--- src/rtl/eth_tx_pktgen.sv ---
// -----------------------------------------------------------------------------
// eth_tx_pktgen -- Ethernet TX test-packet generator (Eth_Clk domain).
//
// Generates runs of payload packets on the eth_tx byte-stream interface. The
// packet length, payload pattern, inter-packet gap and packets-per-run are
// captured when a run starts and held until it ends.
//
// Ports
//   Clk            Eth_Clk domain clock
//   Rst            synchronous, active-high reset
//   Test_En        asynchronous level; rising edge starts a run, low stops it
//   Cfg_Len        payload bytes per packet (0 -> 1, clamped to MAX_LEN)
//   Cfg_Mode       0 increment, 1 constant, 2 LFSR, 3 walking-one
//   Cfg_Seed       start value (increment/LFSR) or constant byte
//   Cfg_Gap        idle cycles between Eth_Pkt_Rdy and the next first byte
//   Cfg_Pkt_Cnt    packets per run, 0 = continuous
//   Eth_Byte       payload byte, 0x00 when not valid
//   Eth_Byte_Valid payload byte valid
//   Eth_Pkt_Rdy    one-cycle pulse after the last byte of a packet
//   Busy           FSM is neither IDLE nor DONE
//   Done           FSM is in DONE
//   Pkt_Sent_Cnt   packets completed in the current run, saturating
// -----------------------------------------------------------------------------
module eth_tx_pktgen #(
  parameter int MAX_LEN     = 1500,
  parameter int LEN_W       = 11,
  parameter int GAP_W       = 16,
  parameter int CNT_W       = 16,
  parameter int SYNC_STAGES = 2
) (
  input  logic             Clk,
  input  logic             Rst,
  input  logic             Test_En,
  input  logic [LEN_W-1:0] Cfg_Len,
  input  logic [1:0]       Cfg_Mode,
  input  logic [7:0]       Cfg_Seed,
  input  logic [GAP_W-1:0] Cfg_Gap,
  input  logic [CNT_W-1:0] Cfg_Pkt_Cnt,
  output logic [7:0]       Eth_Byte,
  output logic             Eth_Byte_Valid,
  output logic             Eth_Pkt_Rdy,
  output logic             Busy,
  output logic             Done,
  output logic [CNT_W-1:0] Pkt_Sent_Cnt
);

  typedef enum logic [2:0] {S_IDLE, S_SEND, S_RDY, S_GAP, S_DONE} state_e;
  typedef enum logic [1:0] {MODE_INC, MODE_CONST, MODE_LFSR, MODE_WALK} mode_e;

  localparam logic [LEN_W-1:0] MAX_LEN_L = LEN_W'(MAX_LEN);

  // First byte of every packet for a given pattern.
  function automatic logic [7:0] first_byte(input mode_e mode, input logic [7:0] seed);
    logic [7:0] b;
    case (mode)
      MODE_INC, MODE_CONST: b = seed;
      MODE_LFSR:            b = (seed == 8'h00) ? 8'h01 : seed; // all-zero would lock up
      default:              b = 8'h01;
    endcase
    return b;
  endfunction

  // Byte following b within a packet.
  function automatic logic [7:0] next_byte(input mode_e mode, input logic [7:0] b);
    logic [7:0] n;
    case (mode)
      MODE_INC:   n = b + 8'd1;
      MODE_CONST: n = b;
      MODE_LFSR:  n = {b[6:0], b[7] ^ b[5] ^ b[4] ^ b[3]}; // x^8+x^6+x^5+x^4+1
      default:    n = {b[6:0], b[7]};
    endcase
    return n;
  endfunction

  state_e                 state_q, state_d;
  logic [SYNC_STAGES-1:0] sync_q;
  logic                   prev_q;
  logic [LEN_W-1:0]       len_q, len_d;
  mode_e                  mode_q, mode_d;
  logic [7:0]             seed_q, seed_d;
  logic [GAP_W-1:0]       gap_q, gap_d;
  logic [CNT_W-1:0]       pkt_cnt_q, pkt_cnt_d;
  logic [CNT_W-1:0]       sent_q, sent_d;
  logic [LEN_W-1:0]       byte_cnt_q, byte_cnt_d;
  logic [GAP_W-1:0]       gap_cnt_q, gap_cnt_d;
  logic [7:0]             pat_q, pat_d;

  logic             en_sync;
  logic             en_rise;
  logic [LEN_W-1:0] len_clamped;
  logic [CNT_W-1:0] sent_inc;
  mode_e            cfg_mode;

  assign en_sync     = sync_q[SYNC_STAGES-1];
  assign en_rise     = en_sync & ~prev_q;
  assign cfg_mode    = mode_e'(Cfg_Mode);
  assign len_clamped = (Cfg_Len == '0)       ? LEN_W'(1)  :
                       (Cfg_Len > MAX_LEN_L) ? MAX_LEN_L  : Cfg_Len;
  assign sent_inc    = (sent_q == '1) ? sent_q : sent_q + CNT_W'(1);

  always_comb begin
    // NOTE: every variable gets a default before the case so no path leaves it
    // unassigned; otherwise synthesis infers a latch to hold the old value.
    state_d    = state_q;
    len_d      = len_q;
    mode_d     = mode_q;
    seed_d     = seed_q;
    gap_d      = gap_q;
    pkt_cnt_d  = pkt_cnt_q;
    sent_d     = sent_q;
    byte_cnt_d = byte_cnt_q;
    gap_cnt_d  = gap_cnt_q;
    pat_d      = pat_q;

    case (state_q)
      S_IDLE: begin
        if (en_rise) begin
          len_d      = len_clamped;
          mode_d     = cfg_mode;
          seed_d     = Cfg_Seed;
          gap_d      = Cfg_Gap;
          pkt_cnt_d  = Cfg_Pkt_Cnt;
          sent_d     = '0;
          byte_cnt_d = '0;
          pat_d      = first_byte(cfg_mode, Cfg_Seed);
          state_d    = S_SEND;
        end
      end
      S_SEND: begin
        pat_d      = next_byte(mode_q, pat_q);
        byte_cnt_d = byte_cnt_q + LEN_W'(1);
        // A falling Test_En is deliberately ignored here: packets never truncate.
        if (byte_cnt_q == len_q - LEN_W'(1)) state_d = S_RDY;
      end
      S_RDY: begin
        sent_d     = sent_inc;
        byte_cnt_d = '0;
        gap_cnt_d  = '0;
        pat_d      = first_byte(mode_q, seed_q);
        if (pkt_cnt_q != '0 && sent_inc == pkt_cnt_q) state_d = S_DONE;
        else if (!en_sync)                             state_d = S_IDLE;
        else if (gap_q != '0)                          state_d = S_GAP;
        else                                           state_d = S_SEND;
      end
      S_GAP: begin
        gap_cnt_d = gap_cnt_q + GAP_W'(1);
        if (gap_cnt_q == gap_q - GAP_W'(1)) state_d = en_sync ? S_SEND : S_IDLE;
      end
      S_DONE: begin
        // Leaving only on a low level forces a fresh rising edge for a new run.
        if (!en_sync) state_d = S_IDLE;
      end
      default: state_d = S_IDLE;
    endcase
  end

  // NOTE: sequential state uses non-blocking assignments so every flop samples
  // the pre-edge value of its inputs, independent of statement order.
  always_ff @(posedge Clk) begin
    if (Rst) begin
      state_q    <= S_IDLE;
      sync_q     <= '0;
      prev_q     <= 1'b0;
      len_q      <= '0;
      mode_q     <= MODE_INC;
      seed_q     <= '0;
      gap_q      <= '0;
      pkt_cnt_q  <= '0;
      sent_q     <= '0;
      byte_cnt_q <= '0;
      gap_cnt_q  <= '0;
      pat_q      <= '0;
    end else begin
      state_q    <= state_d;
      sync_q     <= {sync_q[SYNC_STAGES-2:0], Test_En};
      prev_q     <= en_sync;
      len_q      <= len_d;
      mode_q     <= mode_d;
      seed_q     <= seed_d;
      gap_q      <= gap_d;
      pkt_cnt_q  <= pkt_cnt_d;
      sent_q     <= sent_d;
      byte_cnt_q <= byte_cnt_d;
      gap_cnt_q  <= gap_cnt_d;
      pat_q      <= pat_d;
    end
  end

  // Outputs decode directly from state, so a reset clears them on the next cycle.
  assign Eth_Byte_Valid = (state_q == S_SEND);
  assign Eth_Byte       = Eth_Byte_Valid ? pat_q : 8'h00;
  assign Eth_Pkt_Rdy    = (state_q == S_RDY);
  assign Busy           = (state_q != S_IDLE) && (state_q != S_DONE);
  assign Done           = (state_q == S_DONE);
  assign Pkt_Sent_Cnt   = sent_q;

endmodule

--- config.mk ---
export PLATFORM = sky130hd
export DESIGN_NAME = eth_tx_pktgen
export DESIGN_NICKNAME = d
export VERILOG_FILES = /design/src/rtl/eth_tx_pktgen.sv
export SDC_FILE = /design/constraint.sdc
export NUM_CORES = 1
export LEC_CHECK = 0
export BUFFER_PORTS_ARGS = -buffer_cell sky130_fd_sc_hd__buf_2
export CAP_MARGIN = 20
export CORE_ASPECT_RATIO = 0.75
export CORE_UTILIZATION = 35
export DETAILED_ROUTE_END_ITERATION = 7
export GPL_TIMING_DRIVEN = 0
export PLACE_DENSITY_LB_ADDON = 0.08
export SLEW_MARGIN = 0
export SYNTH_ARGS = -nofsm -noshare
export SYNTH_HDL_FRONTEND = slang
export SYNTH_SLANG_ARGS = --single-unit
export TNS_END_PERCENT = 10
--- constraint.sdc ---
create_clock -name Clk -period 2.74 [get_ports Clk]
set_input_delay 0.137 -clock Clk [delete_from_list [all_inputs] [get_ports Clk]]
set_output_delay 0.137 -clock Clk [all_outputs]
set_load 0.02 [all_outputs]
Yosys cells after proc, flatten, opt, wreduce, memory -nomap -nowiden
Cells that the tools add are included.
- add/sub/neg operators: 6
- $lt $le $gt $ge: 1
- equal/unequal tests: 18
- multiplexer cells: 25
- bitwise operators: 5
- reduce and logical (&&, ||, !) cells: 21
- operators by type and width (operator ; number):
    16-bit one-hot mux with 2 select lines ; 2
    8-bit one-hot mux with 3 select lines ; 2
    11-bit two-way mux ; 3
    11-bit one-hot mux with 3 select lines ; 1
    16-bit by 1-bit adder with 16-bit output (second input constant) ; 2
    16-bit equality test ; 2
    16-bit two-way mux ; 2
    8-bit two-way mux ; 4
    8-bit one-hot mux with 2 select lines ; 2
    16-bit nonzero test ; 2
    16-bit equality test (second input constant) ; 1
    8-bit logical NOT ; 2
    16-bit by 1-bit subtractor with 16-bit output (second input constant) ; 1
    3-bit two-way mux ; 5
    3-bit one-hot mux with 5 select lines ; 1
    11-bit by 1-bit adder with 11-bit output (second input constant) ; 1
    11-bit equality test ; 1
    11-bit greater-than comparator (second input constant) ; 1
    11-bit logical NOT ; 1
    11-bit by 1-bit subtractor with 11-bit output (second input constant) ; 1
    8-bit by 1-bit adder with 8-bit output (second input constant) ; 1
    2-bit inequality test (second input constant) ; 4
    3-bit by 2-bit equality test with 1-bit output (second input constant) ; 2
    2-bit AND reduction ; 3
    other kinds (19) ; 29
- register bits: 110
- input port bits: 56
- output and inout bits: 28
- word-level logic and storage cells: 88

Logic depth before layout (Yosys ltp)
Gate-level depths: netlist of the first run.
- depth in word-level cells: 6
- depth in mapped cells: 11
- mapped depth without buffers: 10

Worst setup path after synthesis of the first run
No wires, ideal clock.
- path type: reg-to-reg
- start: register sent_q[0], in the netlist Pkt_Sent_Cnt[0]
- end: register state_q[1]
- library setup time: 0.125 ns
- arrival time: 2.775 ns
- required time: 2.615 ns
- path slack: -0.160 ns
- cell stages (with the launch flop): 11
- path buffers: 1
- period minus slack after synthesis: 2.900 ns
- path through: dfxtp_1 > ha_1 > nand3_1 > buf_2 > nor3_1 > xnor2_1 > o221ai_2 > or4_4 > nor4_4 > o21ai_0 > o2bb2ai_1
- word-level cells in the longest chain between the ends: 6
- elaborated cells between the ends (all ways): 7
- classes of those cells: 1 x add/sub; 2 x eq/ne; 3 x mux; 1 x reduce/logical
- RTL lines (element ; RTL line ; RTL):
    start: declaration ; 83 ; logic [CNT_W-1:0] sent_q, sent_d;
    start signal: assignment ; 182 ; sent_q <= sent_d;
    16-bit by 1-bit adder with 16-bit output / 16-bit equality test (equally long branches) ; 99 ; assign sent_inc = (sent_q == '1) ? sent_q : sent_q + CNT_W'(1);
    16-bit two-way mux * ; 99 ;
    16-bit equality test * ; 140 ; if (pkt_cnt_q != '0 && sent_inc == pkt_cnt_q) state_d = S_DONE;
    1-bit logical AND * ; 140 ;
    3-bit two-way mux * ; 140 ;
    3-bit one-hot mux with 5 select lines * ; 115 ; case (state_q)
    end signal: assignment ; 174 ; state_q <= state_d;
    end: declaration ; 75 ; state_e state_q, state_d;
Mark *: on every way between the ends. The rest lies on a longest branch, timed or not.
A chain may end at the register's enable or synchronous reset.

Worst setup path after layout of the first run
- start: register sent_q[1], in the netlist Pkt_Sent_Cnt[1]
- end: register state_q[1]
Same word-level chain as after synthesis.

==> impl_metrics.env, run 1 <==
export IMPL_syn_area_per_cell_um2=7.36
export IMPL_min_from="Cfg_Pkt_Cnt[7]"
export IMPL_cp_top_family="simple AND/OR/NAND/NOR gates"
export IMPL_wl_um=21500
export IMPL_die_h_um=121
export IMPL_ys_types=59
export IMPL_cts_max_level=3
export IMPL_swShare=0.362
export IMPL_required_ns=2.97
export IMPL_drive_gt1_frac=0.168
export IMPL_worst_pin_slew_ns=0.757
export IMPL_reg2reg_to="state_q[1]"
export IMPL_hpwl_um=15900
export IMPL_fmax_ghz=0.372
export IMPL_die_x_um=161
export IMPL_post_route_period_util=0.981
export IMPL_r2r_start="Pkt_Sent_Cnt[1]"
export IMPL_port_buffers=82
export IMPL_io_pin_count=84
export IMPL_comb_power_share=0.304
export IMPL_dr_pass1_iters=7
export IMPL_grt_antenna_before_repair=0
export IMPL_viasPerCell=5.48
export IMPL_vias=6931
export IMPL_clockBufferDepth=2
export IMPL_synth_most_common_cell="nand2_1"
export IMPL_min_to="pkt_cnt_q[7]"
export IMPL_fin_nets=1075
export IMPL_final_antenna_net_count=0
export IMPL_power_leakage_nw=2.87
export IMPL_final_max_slew_viol_count=0
export IMPL_initial_core_util=0.358
export IMPL_worstSetupEndpointType="flip-flop"
export IMPL_peakVddDrop_mv=0.365
export IMPL_syn_num_nets=963
export IMPL_hold_viol_final=0
export IMPL_clk_pin_slew_ns=0.08
export IMPL_async_flop_share=0
export IMPL_seq_area_frac_synth=0.332
export IMPL_yosys_area_top_type="dfxtp_1"
export IMPL_syn_instance_count=900
export IMPL_stdcell_count=1264
export IMPL_grt_pass1_vias=6023
export IMPL_ys_ff_latch=110
export IMPL_synth_edff_count=0
export IMPL_clk_latency_ns=0.36
export IMPL_worst_hold_slack_ns=0.0154
export IMPL_met1_usage=0.345
export IMPL_cp_num_buf_inv=3
export IMPL_grt_usage=0.220
export IMPL_cp_max_fo=6
export IMPL_cts_root_buf="clkbuf_16"
export IMPL_rsz0062_at_grt="yes"
export IMPL_gp_congestion=0.903
export IMPL_yosys_top_cells_count="nand2_1, dfxtp_1, a21oi_1"
export IMPL_grt_use_met2=0.307
export IMPL_synthFlopType="dfxtp_1"
export IMPL_worstPathArrival_ns=2.92
export IMPL_placementRows=43
export IMPL_cts_tree="built"
export IMPL_syn_cell_area_um2=6630
export IMPL_cp_cell_sequence="ha_4, nand3_4, nor4_4, buf_4, buf_6, buf_4, o21ai_1, or4_4, nor4_4, o21ai_0, o2bb2ai_1"
export IMPL_critical_path_class="flip-flop to flip-flop"
export IMPL_cts_sinks=110
export IMPL_whs_path_depth=3
export IMPL_yosysWarningCount=0
export IMPL_die_area_um2=19500
export IMPL_synthDominantCellAreaShare=0.332
export IMPL_grt_pass1_wl_um=33400
export IMPL_crit_cells=11
export IMPL_pwr_density_cell_nw_per_um2=568
export IMPL_top_usage_layer="met1"
export IMPL_synth_area_leaders="dfxtp_1, nand2_1, a21oi_1"
export IMPL_drc=2
export IMPL_ff2ff_path_depth=11
export IMPL_status="finished, violations left"
export IMPL_final_area_um2=7910
export IMPL_core_um2=18500
export IMPL_clock_skew_ns=0.00818
export IMPL_clockPowerShare=0.283
export IMPL_worstHoldPathType="input pin to flip-flop"
export IMPL_overflow=0
export IMPL_met3_usage=0.0390
export IMPL_period_minus_slack_ns=2.69
export IMPL_post_place_cells=1229
export IMPL_finalSetupViolations=0
export IMPL_violations="DRC"
export IMPL_p_switching_mw=1.63
export IMPL_numCtsBuffers=9
export IMPL_n_antenna_cell=0
export IMPL_area_growth_synth_to_final_pct=19.3
export IMPL_relSlewSlack=0.495
export IMPL_internal_power_mw=2.87
export IMPL_post_route_util=0.427
export IMPL_avgRoutedWirePerCell_um=17.0
export IMPL_maxCapViolCount=0
export IMPL_worstSetupStartpointType="flip-flop"
export IMPL_grt_max_degree=18
export IMPL_slowest_delay_ns=0.55
export IMPL_drtIter0Drc=616
export IMPL_total_power_mw=4.49
export IMPL_r2r_setup_slack_ns=0.05
export IMPL_cp_slowest_cell="or4_4"
export IMPL_placed_area_um2=7350
export IMPL_seq_power_share=0.413
## what timing repair did
action	4_1_cts	5_1_grt
resized for setup	16	26
hold endpoints to repair	1	0
hold buffers	1	0
endpoints found under the setup margin	12	24
setup buffers	11	9
pin swaps	8	14
## state kept, by name, summed over array words and instances (netlist names)
register and flops:
gap_cnt_q 16, byte_cnt_q 11, seed_q 8, Pkt_Sent_Cnt 16
gap_q 16, prev_q 1, state_q 3, sync_q 2
pat_q 8, mode_q 2, len_q 11, pkt_cnt_q 16
## worst max path at each step
stage / startpoint / end
final: Pkt_Sent_Cnt[1] / state_q[1]
after detailed placement: state_q[2] / pat_q[6]
after global placement: state_q[2] / pat_q[6]
after CTS: Pkt_Sent_Cnt[15] / state_q[1]
after global routing: Pkt_Sent_Cnt[3] / state_q[1]
after floorplan: Pkt_Sent_Cnt[0] / state_q[1]
## worst min-delay path, stage by stage
cell	delay [ns]
buf_2	0.09
nand2_1	0.05
a21oi_1	0.05
## final cells by class
type                    instances  area, µm²
plain buffers                  55        258
clock buffers                  11        243
clock inverters                 5       35.0
fillers                      1963      10600
inverters                      23       86.3
multi-input cells             710       4190
flip-flops and latches        110       2220
well taps                     247        309
repair buffers                103        571
## kinds of logic after synthesis
kind of cell | Yosys count | share of synthesized area
buffers and inverters | 80 | 0.0495
muxes | 9 | 0.0138
xor gates and xnor gates | 58 | 0.0767
adders and majority gates | 7 | 0.0132
DFF | 110 | 0.332
and+or+nand+nor | 416 | 0.308
AOI/OAI and AO/OA | 220 | 0.207
## routing by layer
layer  routed length [µm]  vias up
met1                11500     3255
met5                    0        -
met4                  155        0
li1                     -     3438
met2                 8500      227
met3                 1300       11
## through the flow
step | TNS, ns | worst slack (ns)
final | 0 | 0.0513
after global routing | -0.343 | -0.0726
after CTS | 0 | 0.00622
after detailed placement | -3.62 | -0.431
after global placement | -3.56 | -0.444
after floorplan | 0 | 0.0136
## power by group through the flow
stage                     Combinational, mW  Sequential, mW  Clock [mW]
after floorplan                       0.955            1.84           0
after global routing                   1.52            1.88        1.37
after global placement                 1.32            1.90           0
after detailed placement               1.31            1.89           0
after CTS                              1.34            1.86        1.31
final                                  1.36            1.86        1.27
## cell usage in the layout (no fill, tap or decap), types with 7 or more instances in the layout
master / instances
inv_1: 23
a211oi_1: 9
o211ai_1: 7
a311oi_1: 8
or4_1: 8
nor4_1: 18
o21ai_0: 36
xnor2_1: 36
a31oi_1: 10
a21oi_1: 93
clkbuf_16: 9
mux2i_1: 8
xor2_1: 22
nand3_1: 32
nand2_1: 161
buf_2: 87
nor3_1: 17
dfxtp_1: 102
nand2b_1: 14
nand4_1: 18
a221oi_1: 8
and2_1: 10
nor2_1: 74
or2_2: 9
buf_4: 21
or3_1: 14
and3_1: 8
clkbuf_1: 37
nor2b_1: 8
a22oi_1: 8
No activity file was read; power rests on OpenSTA's default activity.
==> run 2, diff against run 1 <==
--- a/config.mk
+++ b/config.mk
@@ -12,6 +12,7 @@
 export DETAILED_ROUTE_END_ITERATION = 7
 export GPL_TIMING_DRIVEN = 0
 export PLACE_DENSITY_LB_ADDON = 0.08
+export REMOVE_ABC_BUFFERS = 1
 export SLEW_MARGIN = 0
 export SYNTH_ARGS = -nofsm -noshare
 export SYNTH_HDL_FRONTEND = slang
==> impl_metrics.env, run 2 (synthesis results as in run 1) <==
export IMPL_status="finished, final reports clean"
export IMPL_fmax_ghz=0.369
export IMPL_post_route_util=0.427
export IMPL_numCtsBuffers=9
export IMPL_clockPowerShare=0.330
export IMPL_total_power_mw=4.74
export IMPL_io_pin_count=84
export IMPL_grt_max_degree=76
export IMPL_wl_um=19300
export IMPL_port_buffers=83
export IMPL_period_minus_slack_ns=2.71
export IMPL_cts_max_level=3
export IMPL_grt_antenna_before_repair=0
export IMPL_initial_core_util=0.358
export IMPL_avgRoutedWirePerCell_um=15.8
export IMPL_finalSetupViolations=0
export IMPL_power_leakage_nw=2.87
export IMPL_layout_common_cells="nand2_1, dfxtp_1, a21oi_1"
export IMPL_maxCapViolCount=0
export IMPL_pwr_density_cell_nw_per_um2=600
export IMPL_grt_usage=0.200
export IMPL_worstPathArrival_ns=2.94
export IMPL_p_switching_mw=1.55
export IMPL_drive_gt1_frac=0.184
export IMPL_final_antenna_net_count=0
export IMPL_seq_power_share=0.402
export IMPL_grt_pass1_wl_um=31500
export IMPL_clock_skew_ns=0.00952
export IMPL_grt_pass1_vias=5971
export IMPL_fin_nets=1029
export IMPL_clockBufferDepth=2
export IMPL_wl_met1_um=10400
export IMPL_drtIter0Drc=530
export IMPL_rsz0062_at_grt="yes"
export IMPL_die_area_um2=19500
export IMPL_worst_pin_slew_ns=0.615
export IMPL_area_growth_synth_to_final_pct=19.3
export IMPL_final_common_cell="nand2_1"
export IMPL_wl_met2_um=7940
export IMPL_clk_pin_slew_ns=0.07
export IMPL_worstSetupStartpointType="flip-flop"
export IMPL_drc=0
export IMPL_vias=6555
export IMPL_ff2ff_path_depth=10
export IMPL_met3_length_um=807
export IMPL_placed_area_um2=7220
export IMPL_final_area_um2=7900
export IMPL_n_antenna_cell=0
export IMPL_cts_root_buf="clkbuf_16"
export IMPL_core_um2=18500
export IMPL_gp_congestion=0.881
export IMPL_worstHoldPathType="input pin to flip-flop"
export IMPL_relSlewSlack=0.589
export IMPL_clk_latency_ns=0.36
export IMPL_post_route_period_util=0.989
export IMPL_stdcell_count=1217
export IMPL_worstSetupEndpointType="flip-flop"
export IMPL_maxUsedRoutingLayer="met4"
export IMPL_die_x_um=161
export IMPL_post_place_cells=1178
export IMPL_hold_viol_final=0
export IMPL_critical_path_class="flip-flop to flip-flop"
export IMPL_internal_power_mw=3.19
export IMPL_placementRows=43
export IMPL_swShare=0.328
export IMPL_required_ns=2.97
export IMPL_dr_pass1_iters=5
export IMPL_comb_power_share=0.267
export IMPL_cts_tree="built"
export IMPL_cts_sinks=110
export IMPL_whs_path_depth=3
export IMPL_overflow=0
export IMPL_final_max_slew_viol_count=0
export IMPL_cp_max_fo=7
export IMPL_die_h_um=121
export IMPL_postCtsHoldBufs=0
export IMPL_peakVddDrop_mv=0.320
export IMPL_hpwl_um=13500
export IMPL_viasPerCell=5.39
-- run 2: cell count changes in the layout (fill, tap and decap cells not counted), moves of 3 or more --
cell / previous run / this run
clkinvlp_4: 4 / 1
clkbuf_2: 3 / 0
bufinv_16: 0 / 3
buf_4: 21 / 25
buf_1: 4 / 0
buf_6: 4 / 0
buf_2: 87 / 82
dfxtp_2: 6 / 9
dfxtp_4: 2 / 7
clkbuf_1: 37 / 0
dfxtp_1: 102 / 94
-- run 2: cell type report --
cell class | instances | area [µm²]
clock buffer | 12 | 267
clock inverter | 3 | 90.1
fill | 1934 | 10600
inverter | 23 | 90.1
multi-input combinational | 711 | 4210
sequential | 110 | 2240
tap | 247 | 309
timing repair buffer | 111 | 693
-- run 2: final timing paths --
check                                      from           end  slack (ns)
worst min-delay path             Cfg_Pkt_Cnt[5]  pkt_cnt_q[5]        0.02
worst max-delay path            Pkt_Sent_Cnt[0]    state_q[1]        0.03
worst min register to register        sync_q[0]     sync_q[1]        0.45
worst max register to register  Pkt_Sent_Cnt[0]    state_q[1]        0.03
-- run 2: power groups by stage --
stage          Sequential, mW  Combinational [mW]  Clock (mW)
3_5_place_dp             1.94                1.23           0
4_1_cts                  1.90                1.25        1.62
5_1_grt                  1.93                1.42        1.68
6_report                 1.91                1.27        1.57
3_3_place_gp             1.94                1.19           0
2_1_floorplan            1.88               0.856           0
-- run 2: critical path, cell delays in order, from the launching register on --
cell	delay [ns]
dfxtp_4	0.40
ha_4	0.18
nand3_4	0.10
nor4_4	0.33
buf_4	0.19
xnor2_2	0.11
o311ai_1	0.13
or4_4	0.54
nor4_4	0.38
o21ai_1	0.10
o2bb2ai_1	0.14
-- run 2: stage by stage --
step | TNS (ns) | hold slack [ns] | setup slack [ns]
floorplan | -7.72 | 0.199 | -0.855
global placement | -105.90 | 0.383 | -2.72
detailed placement | -6.23 | 0.384 | -1.10
CTS | -0.0498 | 0.00185 | -0.0276
global route | -0.157 | 0.0101 | -0.0749
finish | 0 | 0.0163 | 0.0300
-- run 2: what timing repair did --
| item | 4_1_cts | 5_1_grt |
|---|---|---|
| pin swaps | 7 | 8 |
| gates resized for setup | 29 | 18 |
| endpoints found under the setup margin | 27 | 31 |
| setup buffers | 7 | 16 |
| gates cloned | 0 | 1 |
-- run 2: routing by layer --
layer / track usage / vias up
li1: - / 3347
met1: 0.305 / 3046
met2: 0.293 / 145
met3: 0.0325 / 17
met4: 0.0389 / 0
met5: 0 / -
==> run 3, diff against run 2 <==
==> constraint.sdc (replaced) <==
create_clock -name Clk -period 2.8 [get_ports Clk]
set_input_delay 0.14 -clock Clk [delete_from_list [all_inputs] [get_ports Clk]]
set_output_delay 0.14 -clock Clk [all_outputs]
set_load 0.05 [all_outputs]
==> impl_metrics.env, run 3 (synthesis results as in run 1) <==
export IMPL_status="finished, final reports clean"
export IMPL_core_um2=18500
export IMPL_stdcell_count=1203
export IMPL_slowest_delay_ns=0.55
export IMPL_cp_cell_sequence="ha_4, nand3_4, nor4_4, xnor2_1, o311ai_1, or4_4, nor4_4, o21ai_0, o2bb2ai_1"
export IMPL_critical_path_class="flip-flop to flip-flop"
export IMPL_total_power_mw=4.70
export IMPL_finalSetupViolations=0
export IMPL_worst_pin_slew_ns=0.653
export IMPL_worstHoldPathType="input pin to flip-flop"
export IMPL_cts_root_buf="clkbuf_16"
export IMPL_die_area_um2=19500
export IMPL_drc=0
export IMPL_io_pin_count=84
export IMPL_maxCapViolCount=0
export IMPL_vias=6462
export IMPL_grt_antenna_before_repair=0
export IMPL_worstPathArrival_ns=3.00
export IMPL_cts_sinks=110
export IMPL_whs_path_depth=3
export IMPL_clock_skew_ns=0.00899
export IMPL_fmax_ghz=0.361
export IMPL_wl_um=19100
export IMPL_reg2reg_to="state_q[1]"
export IMPL_multi_input_area_um2=4180
export IMPL_cp_max_fo=11
export IMPL_fill_cells=1945
export IMPL_placementRows=43
export IMPL_grt_pass1_vias=5959
export IMPL_worstSetupStartpointType="flip-flop"
export IMPL_final_area_um2=7760
export IMPL_drtIter0Drc=515
export IMPL_rsz0062_at_grt="yes"
export IMPL_period_minus_slack_ns=2.77
export IMPL_dr_pass1_iters=5
export IMPL_cts_max_level=3
export IMPL_area_growth_synth_to_final_pct=17.1
export IMPL_fin_nets=1015
export IMPL_avgRoutedWirePerCell_um=15.8
export IMPL_die_x_um=161
export IMPL_hold_viol_final=0
export IMPL_overflow=0
export IMPL_final_max_slew_viol_count=0
export IMPL_gp_congestion=0.881
export IMPL_cts_tree="built"
export IMPL_grt_max_degree=76
export IMPL_clk_latency_ns=0.35
export IMPL_r2r_setup_slack_ns=0.03
export IMPL_pwr_density_cell_nw_per_um2=605
export IMPL_postCtsHoldBufs=0
export IMPL_n_antenna_cell=0
export IMPL_numCtsBuffers=9
export IMPL_ff2ff_path_depth=9
export IMPL_placed_area_um2=7220
export IMPL_clockBufferDepth=2
export IMPL_grt_pass1_wl_um=31500
export IMPL_place_ws_ns=-1.04
export IMPL_required_ns=3.03
export IMPL_power_leakage_nw=2.79
export IMPL_post_route_period_util=0.989
export IMPL_hpwl_um=13500
export IMPL_fin_ws_ns=0.0295
export IMPL_layout_common_cells="nand2_1, dfxtp_1, a21oi_1"
export IMPL_cp_slowest_cell="or4_4"
export IMPL_viasPerCell=5.37
export IMPL_min_from="Cfg_Pkt_Cnt[0]"
export IMPL_final_antenna_net_count=0
export IMPL_die_h_um=121
export IMPL_final_common_cell="nand2_1"
export IMPL_grt_usage=0.200
export IMPL_drive_gt1_frac=0.165
export IMPL_worst_hold_slack_ns=0.0201
export IMPL_post_place_cells=1178
export IMPL_seq_area_um2=2240
export IMPL_initial_core_util=0.358
export IMPL_worstSetupEndpointType="flip-flop"
export IMPL_port_buffers=83
export IMPL_peakVddDrop_mv=0.310
export IMPL_clk_pin_slew_ns=0.07
export IMPL_r2r_start="Pkt_Sent_Cnt[0]"
export IMPL_min_to="pkt_cnt_q[0]"
export IMPL_crit_top_cell="nor4_4"
export IMPL_relSlewSlack=0.560
run 3: area by class of cell:
type | instances | area share
Sequential cell | 110 | 0.289
Clock buffer | 12 | 0.0343
Timing Repair Buffer | 97 | 0.0758
Clock inverter | 3 | 0.0116
Inverter | 23 | 0.0116
Multi-Input combinational cell | 711 | 0.538
Tap cell | 247 | 0.0398
run 3: power breakdown:
group          internal, mW  switching [mW]  total, mW
logic                 0.492           0.807       1.30
clock network         0.944           0.587       1.53
registers              1.67           0.195       1.87
total                  3.11            1.59       4.70
run 3: repair_timing:
action | 4_1_cts | 5_1_grt
resized for setup | 20 | 19
setup endpoints to repair | 24 | 29
cloned | 0 | 1
setup buffers | 6 | 3
pin swaps | 3 | 3
run 3: critical path: cells and delay by family, from the launching register on:
| family | cells | cell delay, ns |
|---|---|---|
| AND/OR/NAND/NOR | 4 | 1.45 |
| flip-flops | 1 | 0.42 |
| AO/OA/AOI/OAI | 3 | 0.41 |
| adder cells (fa/ha/maj) | 1 | 0.21 |
| XOR/XNOR | 1 | 0.17 |
run 3: worst max-delay path by stage:
stage	from	to	slack, ns
after floorplan	state_q[0]	pat_q[5]	-0.81
after global placement	sync_q[1]	pat_q[5]	-2.66
after detailed placement	Pkt_Sent_Cnt[0]	state_q[1]	-1.04
after CTS	Pkt_Sent_Cnt[9]	state_q[1]	-0.01
after global routing	gap_q[0]	state_q[0]	-0.08
final	Pkt_Sent_Cnt[0]	state_q[1]	0.03
run 3: through the flow:
stage                     setup TNS [ns]  utilization
final                                  0        0.419
after global routing              -0.150        0.419
after CTS                        -0.0129        0.415
after detailed placement           -4.79        0.390
after global placement           -100.49        0.384
after floorplan                    -7.81            -
run 3: layer usage:
metal  routed length, µm  vias up  share of wire  global-route usage
met1               10200     3011           0.54               0.302
met4                 144        0         0.0076              0.0389
met5                   0        -              0                   0
met3                 904       11          0.047              0.0352
li1                    -     3311              -                   -
met2                7780      129           0.41               0.292
